<file path="src/rtl/multicycle_control_pkg.sv">
// Shared encodings for the multicycle LEGv8 control unit: FSM states,
// instruction classes, ALU operation codes and opcode patterns.
package multicycle_control_pkg;

  typedef enum logic [2:0] {
    S_FETCH  = 3'd0,
    S_DECODE = 3'd1,
    S_EXEC   = 3'd2,
    S_MEM    = 3'd3,
    S_WB     = 3'd4,
    S_PC     = 3'd5,
    S_HALT   = 3'd6
  } state_t;

  typedef enum logic [2:0] {
    CLS_R       = 3'd0,
    CLS_LDUR    = 3'd1,
    CLS_STUR    = 3'd2,
    CLS_CBZ     = 3'd3,
    CLS_B       = 3'd4,
    CLS_ILLEGAL = 3'd7
  } insn_class_t;

  localparam logic [1:0] ALU_ADD    = 2'b00;
  localparam logic [1:0] ALU_PASS_B = 2'b01;
  localparam logic [1:0] ALU_RTYPE  = 2'b10;

  localparam logic [10:0] OP_ADD  = 11'b10001011000;
  localparam logic [10:0] OP_SUB  = 11'b11001011000;
  localparam logic [10:0] OP_AND  = 11'b10001010000;
  localparam logic [10:0] OP_ORR  = 11'b10101010000;
  localparam logic [10:0] OP_LDUR = 11'b11111000010;
  localparam logic [10:0] OP_STUR = 11'b11111000000;
  localparam logic [7:0]  OP_CBZ_HI = 8'b10110100;
  localparam logic [5:0]  OP_B_HI   = 6'b000101;

endpackage

</file>
<file path="src/rtl/multicycle_control_class.sv">
// Combinational opcode classifier: maps instruction bits [31:21] to a class.
module insn_class_decode
  import multicycle_control_pkg::*;
(
  input  logic [10:0] opcode,
  output logic [2:0]  insn_class
);

  always_comb begin
    insn_class = CLS_ILLEGAL;
    if (opcode == OP_ADD || opcode == OP_SUB || opcode == OP_AND || opcode == OP_ORR)
      insn_class = CLS_R;
    else if (opcode == OP_LDUR)
      insn_class = CLS_LDUR;
    else if (opcode == OP_STUR)
      insn_class = CLS_STUR;
    else if (opcode[10:3] == OP_CBZ_HI)
      insn_class = CLS_CBZ;
    else if (opcode[10:5] == OP_B_HI)
      insn_class = CLS_B;
  end

endmodule

</file>
<file path="src/rtl/multicycle_control.sv">
// Multicycle control FSM: sequences fetch/decode/execute/memory/write-back/PC
// steps, bounds memory wait states and latches branch-taken for the PC step.
module multicycle_control
  import multicycle_control_pkg::*;
#(
  parameter int unsigned WAIT_LIMIT = 15
) (
  input  logic        clk,
  input  logic        reset,
  input  logic [10:0] opcode,
  input  logic        zero,
  input  logic        imem_ready,
  input  logic        dmem_ready,
  output logic        imem_req,
  output logic        ir_write,
  output logic [1:0]  alu_op,
  output logic        alu_src,
  output logic        reg2_loc,
  output logic        mem_read,
  output logic        mem_write,
  output logic        mem_to_reg,
  output logic        reg_write,
  output logic        pc_write,
  output logic        pc_src,
  output logic [2:0]  state,
  output logic        fault
);

  localparam logic [3:0] WAIT_LAST = 4'(WAIT_LIMIT - 1);

  state_t      cur_state, next_state;
  logic [2:0]  cls_bits;
  insn_class_t cls;
  logic [3:0]  wait_cnt;
  logic        taken;
  logic        wait_hit;

  insn_class_decode u_class (
    .opcode     (opcode),
    .insn_class (cls_bits)
  );

  assign cls      = insn_class_t'(cls_bits);
  assign state    = cur_state;
  assign wait_hit = (wait_cnt == WAIT_LAST);

  always_ff @(posedge clk or posedge reset) begin
    if (reset) cur_state <= S_FETCH;
    else       cur_state <= next_state;
  end

  // Counter is zero outside FETCH/MEM, so entering either state always starts a fresh count.
  always_ff @(posedge clk or posedge reset) begin
    if (reset)
      wait_cnt <= '0;
    else if ((cur_state == S_FETCH && !imem_ready) || (cur_state == S_MEM && !dmem_ready))
      wait_cnt <= wait_cnt + 4'd1;
    else
      wait_cnt <= '0;
  end

  always_ff @(posedge clk or posedge reset) begin
    if (reset)
      taken <= 1'b0;
    else if (cur_state == S_EXEC && cls == CLS_CBZ)
      taken <= zero;
    else if (cur_state == S_EXEC && cls == CLS_B)
      taken <= 1'b1;
    else if (cur_state == S_PC)
      taken <= 1'b0;
  end

  always_comb begin
    next_state = cur_state;
    imem_req   = 1'b0;
    ir_write   = 1'b0;
    alu_op     = ALU_ADD;
    alu_src    = 1'b0;
    reg2_loc   = 1'b0;
    mem_read   = 1'b0;
    mem_write  = 1'b0;
    mem_to_reg = 1'b0;
    reg_write  = 1'b0;
    pc_write   = 1'b0;
    pc_src     = 1'b0;
    fault      = 1'b0;
    unique case (cur_state)
      S_FETCH: begin
        imem_req = 1'b1;
        if (imem_ready) begin
          ir_write   = 1'b1;
          next_state = S_DECODE;
        end else if (wait_hit) begin
          next_state = S_HALT;
        end
      end
      S_DECODE: next_state = (cls == CLS_ILLEGAL) ? S_HALT : S_EXEC;
      S_EXEC: begin
        unique case (cls)
          CLS_R: begin
            alu_op     = ALU_RTYPE;
            next_state = S_WB;
          end
          CLS_LDUR, CLS_STUR: begin
            alu_src    = 1'b1;
            reg2_loc   = 1'b1;
            next_state = S_MEM;
          end
          CLS_CBZ: begin
            alu_op     = ALU_PASS_B;
            reg2_loc   = 1'b1;
            next_state = S_PC;
          end
          CLS_B:   next_state = S_PC;
          default: next_state = S_HALT;
        endcase
      end
      S_MEM: begin
        mem_read  = (cls == CLS_LDUR);
        mem_write = (cls == CLS_STUR);
        if (cls != CLS_LDUR && cls != CLS_STUR)
          next_state = S_HALT;
        else if (dmem_ready)
          next_state = (cls == CLS_LDUR) ? S_WB : S_PC;
        else if (wait_hit)
          next_state = S_HALT;
      end
      S_WB: begin
        reg_write  = 1'b1;
        mem_to_reg = (cls == CLS_LDUR);
        next_state = S_PC;
      end
      S_PC: begin
        pc_write   = 1'b1;
        pc_src     = taken;
        next_state = S_FETCH;
      end
      S_HALT:  fault = 1'b1;
      default: next_state = S_HALT;
    endcase
  end

endmodule
</file>
<file path="config.mk">
export PLATFORM = sky130hd
export DESIGN_NAME = multicycle_control
export DESIGN_NICKNAME = d
export VERILOG_FILES = /design/src/rtl/multicycle_control_pkg.sv /design/src/rtl/multicycle_control_class.sv /design/src/rtl/multicycle_control.sv
export SDC_FILE = /design/constraint.sdc
export NUM_CORES = 1
export LEC_CHECK = 0
export CAP_MARGIN = 20
export CELL_PAD_IN_SITES_DETAIL_PLACEMENT = 0
export CELL_PAD_IN_SITES_GLOBAL_PLACEMENT = 1
export CORE_MARGIN = 5
export CORE_UTILIZATION = 28
export CTS_BUF_LIST = sky130_fd_sc_hd__clkbuf_16
export DETAILED_ROUTE_END_ITERATION = 16
export PLACE_DENSITY = 0.75
export SLEW_MARGIN = 10
export SYNTH_ARGS = -nofsm -noshare
export SYNTH_HDL_FRONTEND = slang
export SYNTH_HIERARCHICAL = 1
export SYNTH_SLANG_ARGS = --single-unit
</file>
<file path="constraint.sdc">
create_clock -name clk -period 2.15 [get_ports clk]
set_input_delay 0.215 -clock clk [delete_from_list [all_inputs] [get_ports clk]]
set_output_delay 0.215 -clock clk [all_outputs]
set_load 0.02 [all_outputs]
</file>
* After elaboration in Yosys (flattened, before gate mapping)
Cells that the tools add are included.
** Storage, ports and cells
- Bits in registers :: 8
- Input port bits :: 16
** Operators by class
- Add/subtract/negate cells :: 1
- Equal/unequal tests :: 22
- Multiplexer cells :: 33
- Reduce and logical (&&, ||, !) cells :: 17
** Operators with widths (number)
- equality test 11 bit (second input constant) :: 6
- 2-to-1 mux 3 bit :: 9
- case mux 3 bit (7 select lines) :: 1
- 2-to-1 mux 1 bit :: 18
- equality test 3 bit (second input constant) :: 5
- equality test 3 x 2 -> 1 bit (second input constant) :: 4
- case mux 3 bit (3 select lines) :: 1
- equality test 8 bit (second input constant) :: 1
- equality test 3 x 1 -> 1 bit (second input constant) :: 2
- equality test 6 x 3 -> 1 bit (second input constant) :: 1
- logical NOT 3 bit :: 2
- logical AND 1 bit :: 5
- adder 4 x 1 -> 4 bit (second input constant) :: 1
- equality test 4 bit (second input constant) :: 1
- logical OR 1 bit :: 4
- 2-to-1 mux 2 bit :: 2
- 2-to-1 mux 4 bit :: 1
- case mux 2 bit (2 select lines) :: 1
- OR reduction 2 bit :: 2
- inequality test 3 x 1 -> 1 bit (second input constant) :: 1
- inequality test 3 x 2 -> 1 bit (second input constant) :: 1
- nonzero test 3 bit :: 1
- OR reduction 3 bit :: 1
- logical NOT 1 bit :: 2

* Depth between registers and ports, before layout
- Depth in word-level cells :: 11
- Depth in mapped cells :: 8

* Hierarchy
The synthesis kept the hierarchy.
** By module, submodules not included
- multicycle_control :: times used 1, cells each 81, area an instance 695.7 µm², sequential area each 200.2 µm²
- insn_class_decode :: times used 1, cells each 15, area an instance 127.6 µm², sequential area each 0.0 µm²

* Worst setup path before layout
Ideal clock, no wire load.
- Path type :: input -> output
- Start :: input port opcode[0]
- End :: output port mem_read
- Data arrival time :: 2.219 ns
- Slack :: -0.284 ns
- Stages on the path :: 6
- Cell sequence :: or4b_4 > a2111oi_4 > a211oi_1 > buf_6 > or3b_4 > nor3_1
** On the way
- Word-level cells in the longest chain between the ends :: 7
- Elaborated cells on any way between the ends :: 14
- Those cells by class :: 7 x eq/ne; 4 x mux; 3 x reduce/logical
** Ends and longest elaborated chain
- from (decl) :: line multicycle_control.sv:10 : input logic [10:0] opcode,
- equality test 11 bit :: line multicycle_control_class.sv:11 : if (opcode == OP_ADD || opcode == OP_SUB || opcode == OP_AND || opcode == OP_ORR)
- logical OR 1 bit (3 in a row) :: line multicycle_control_class.sv:11
- 2-to-1 mux 3 bit (*) :: line multicycle_control_class.sv:11
- via cls[1] :: line multicycle_control.sv:33 : insn_class_t cls;
- equality test 3 x 1 -> 1 bit (*) :: line multicycle_control.sv:119 : mem_read = (cls == CLS_LDUR);
- 2-to-1 mux 1 bit (*) :: line multicycle_control.sv:87 : unique case (cur_state)
- to (decl) :: line multicycle_control.sv:19 : output logic mem_read,
The timed path passes the listed nets; every way through them passes the cells marked *.

* Worst setup path after layout
- Start :: input port opcode[5]
- End :: output port alu_src
** On the way
- Word-level cells in the longest chain between the ends :: 10
- Elaborated cells on any way between the ends :: 21
- Those cells by class :: 10 x eq/ne; 7 x mux; 4 x reduce/logical
** Ends and longest elaborated chain
- equality test 6 x 3 -> 1 bit :: line multicycle_control_class.sv:19 : else if (opcode[10:5] == OP_B_HI)
- 2-to-1 mux 2 bit :: line multicycle_control_class.sv:19
- 2-to-1 mux 3 bit :: line multicycle_control_class.sv:17 : else if (opcode[10:3] == OP_CBZ_HI)
- 2-to-1 mux 3 bit :: line multicycle_control_class.sv:15 : else if (opcode == OP_STUR)
- 2-to-1 mux 3 bit :: line multicycle_control_class.sv:13 : else if (opcode == OP_LDUR)
- 2-to-1 mux 3 bit (*) :: line multicycle_control_class.sv:11
- via cls[0] :: line multicycle_control.sv:33
- equality test 3 x 1 -> 1 bit or equality test 3 x 2 -> 1 bit (tied branches) :: line multicycle_control.sv:99 : unique case (cls)
- OR reduction 2 bit (*) :: line multicycle_control.sv:99
- 2-to-1 mux 1 bit (*) :: line multicycle_control.sv:99
- 2-to-1 mux 1 bit (*) :: line multicycle_control.sv:87
- to (decl) :: line multicycle_control.sv:17 : output logic alu_src,
Marked as above.

==> results.py <==
metrics = {
    "place": {
        "hpwl_um": 1811,
        "portBuffers": 31,
        "globalplace.congestion": 0.8626,
        "placed_cells": 165,
        "dpl_cell_area_sq_mm": 0.001242,
    },
    "critical_path": {
        "r2r_slack_ps": 630,
        "cpPeakStageDelay_ps": 550,
        "required_ps": 1930,
        "slowest_stage": "or4b_4",
        "reg2reg_depth": 5,
        "path_cells": "buf_6, or4b_4, a2111oi_4, buf_4, a211oi_4, buf_6, xor2_2, nand2b_1, nor2_2, buf_6",
        "end_kind": "output port",
        "r2r_start": "state[1]$_DFFE_PP0N_",
        "crit_fanout": 5,
        "crit_path_frequent_cell": "buf_6",
        "start_kind": "input port",
        "worst-setup-path-type": "input port to output port",
        "r2r_end": "state[1]$_DFFE_PP0N_",
        "crit_arrival_ps": 2130,
    },
    "global_route": {
        "grt-ovfl-total": 0,
        "grt_usage": 0.1204,
        "grt_pass1_vias": 919,
        "grt_pass1_wl_um": 4050,
        "grt_max_degree": 12,
        "antenna_found_initial": 0,
    },
    "status": {
        "violations": "negative setup slack",
        "outcome": "complete, but fails checks",
    },
    "floorplan": {
        "die_x_um": 64.23,
        "num_rows": 19,
        "start_util": 0.2960,
        "core_sq_mm": 0.002781,
        "dieHeight_um": 64.23,
        "io_pins": 32,
        "dieArea_sq_mm": 0.004125,
    },
    "cells_and_area": {
        "final_area_sq_mm": 0.001484,
        "fin_util": 0.5335,
        "layout_common_cells": "27 x buf_4, 12 x nor2_1, 12 x clkdlybuf4s50_1",
        "layout_commonest_cell": "buf_4",
        "drive_gt1_frac": 0.4698,
        "fill_cells": 260,
        "fin_nets": 169,
        "syn2layout_area_growth_pct": 80.24,
        "layoutNonFillerInstCount": 180,
        "antenna_cells": 0,
    },
    "cts": {
        "cts_hold_buf": 0,
        "clock_path_buffers": 2,
        "cts_buffers": 3,
        "clkLatencyLatePin_ps": 230,
        "cts_tree": "done",
        "clkTransAtPathRegs_ps": 40,
        "clock-root-buffer": "clkbuf_16",
        "cts.sinks": 8,
        "cts_htree_levels": 1,
    },
    "power_and_ir_drop": {
        "power_mw": 0.5257,
        "p_leak_nw": 0.6319,
        "power_density_mw_per_mm2": 354.3,
        "ir_worst_vdd_mv": 0.5821,
    },
    "timing": {
        "fin_crit_ps": 2340,
        "finalCritPeriodShare": 1.088,
        "fin_ws_ps": -190.1,
        "slew-limit-headroom": 0.7558,
        "tightest_slew_ps": 366.3,
        "rsz0062_at_grt": "true",
        "skew_ps": 2.916,
        "slew_violations": 0,
        "setup_viol": 10,
        "hold_ws_ps": 227.5,
        "fmax_mhz": 427.3,
        "hold_violations": 0,
    },
    "logic_synthesis": {
        "synth_top_cell_by_area": "dfrtp_1",
        "ys.flop_type": "dfrtp_1",
        "synth_area_leaders": "dfrtp_1 24%, nor2_1 6.4%, nor3_1 4.9%, a2111oi_4 3.3%, a21oi_1 3.0%",
        "postSynthAreaPerCell_sq_um": 8.576,
        "netlist_instances": 96,
        "yosys_warnings": 6,
        "netlist.area_leader.share": 0.2432,
        "syn-num-nets": 114,
        "synth_edf_count": 0,
        "ys_seq_elements": 8,
        "yosysSeqAreaShare": 0.2432,
        "async_flop_share": 1.000,
        "syn_area_sq_um": 823.3,
        "ys_types": 42,
    },
    "drt": {
        "ant_nets": 0,
        "wl_met2_um": 1230,
        "dr.pass1.iters": 4,
        "drc": 0,
        "met1_length_um": 938,
        "maxUsedRoutingLayer": "met4",
        "viasPerCell": 5.033,
        "wl_per_cell_um": 13.44,
        "met3_length_um": 179,
        "vias": 906,
        "dr.first_iter.drc_count": 40,
        "drt-total-wl_um": 2420,
    },
    "run": {
        "drv_cap": 0,
    },
    "min_path": {
        "hp-class": "input port to asynchronous set/reset pin",
    },
}
[kinds of logic after synthesis]
group | after synthesis | share of synthesized area
buffers and inverters | 12 | 0.08813
AND/OR/NAND/NOR | 48 | 0.3739
XOR/XNOR | 3 | 0.04104
flip-flops | 8 | 0.2432
adder cells (fa/ha/maj) | 2 | 0.03039
AO/OA/AOI/OAI | 23 | 0.2234
[synthesized netlist by cell type (2+ instances only)]
cell and n:
o21ai_1 2, a21oi_1 5, o31a_1 2, nor2b_1 3
inv_1 5, a2bb2oi_1 2, buf_4 3, a21oi_2 2
o21ai_0 3, dfrtp_1 8, and2_1 2, nor3_1 8
ha_1 2, nand2b_1 3, a211oi_1 2, nor2_1 14
and3_1 2, buf_6 2, nor4_1 3
[routing by layer]
layer  up-vias  GRT usage
met5         -          0
met4         0    0.04326
met3         6    0.04378
met2        38     0.2186
met1       407     0.1263
li1        455          -
[flip-flops by register name, indices dropped and copies added, names as in the netlist]
register,count
state,3
wait_cnt,4
taken,1
[how the worst max path moves through the flow]
stage / from / endpoint / slack, ps
detailed placement: opcode[8] / mem_to_reg / -1150
finish: opcode[5] / alu_src / -190
CTS: opcode[1] / mem_to_reg / -260
global placement: opcode[9] / mem_to_reg / -1090
floorplan: opcode[0] / mem_read / -130
global route: opcode[5] / alu_src / -280
[through the flow]
step | worst slack [ps] | setup TNS, ps
final | -190.1 | -1096
after detailed placement | -1147 | -8928
after CTS | -262.1 | -730.1
after global routing | -279.2 | -1955
after global placement | -1089 | -8492
after floorplan | -126.1 | -232.8
[cell type report]
class	instances	area (sq um)	share of cell area
repair buffers	56	483.0	0.3255
well taps	31	38.79	0.02614
clock buffers	3	75.07	0.05059
flip-flops and latches	8	200.2	0.1349
multi-input cells	76	664.4	0.4477
inverters	6	22.52	0.01518
[critical path: cells and delay by family]
family          cells  cell delay [ps]
xor+xnor            1              130
compound gates      2              470
buf+inv             4              550
simple gates        3              770
[where the power goes]
part / leakage (nW) / switching, mW / total [mW] / internal (mW)
combinational: 0.499 / 0.0268 / 0.0619 / 0.0351
sequential: 0.0962 / 0.0000379 / 0.152 / 0.151
clock: 0.0370 / 0.0725 / 0.312 / 0.240
total: 0.632 / 0.0994 / 0.526 / 0.426
[timing repair]
action	in CTS	in global routing
gates resized for setup	87	11
pin swaps	14	17
buffers inserted	7	5
endpoints found under the setup margin	11	12
endpoints found under the hold margin	0	0
gates cloned	0	0
Note: power is estimated with default switching activity, not from simulation.
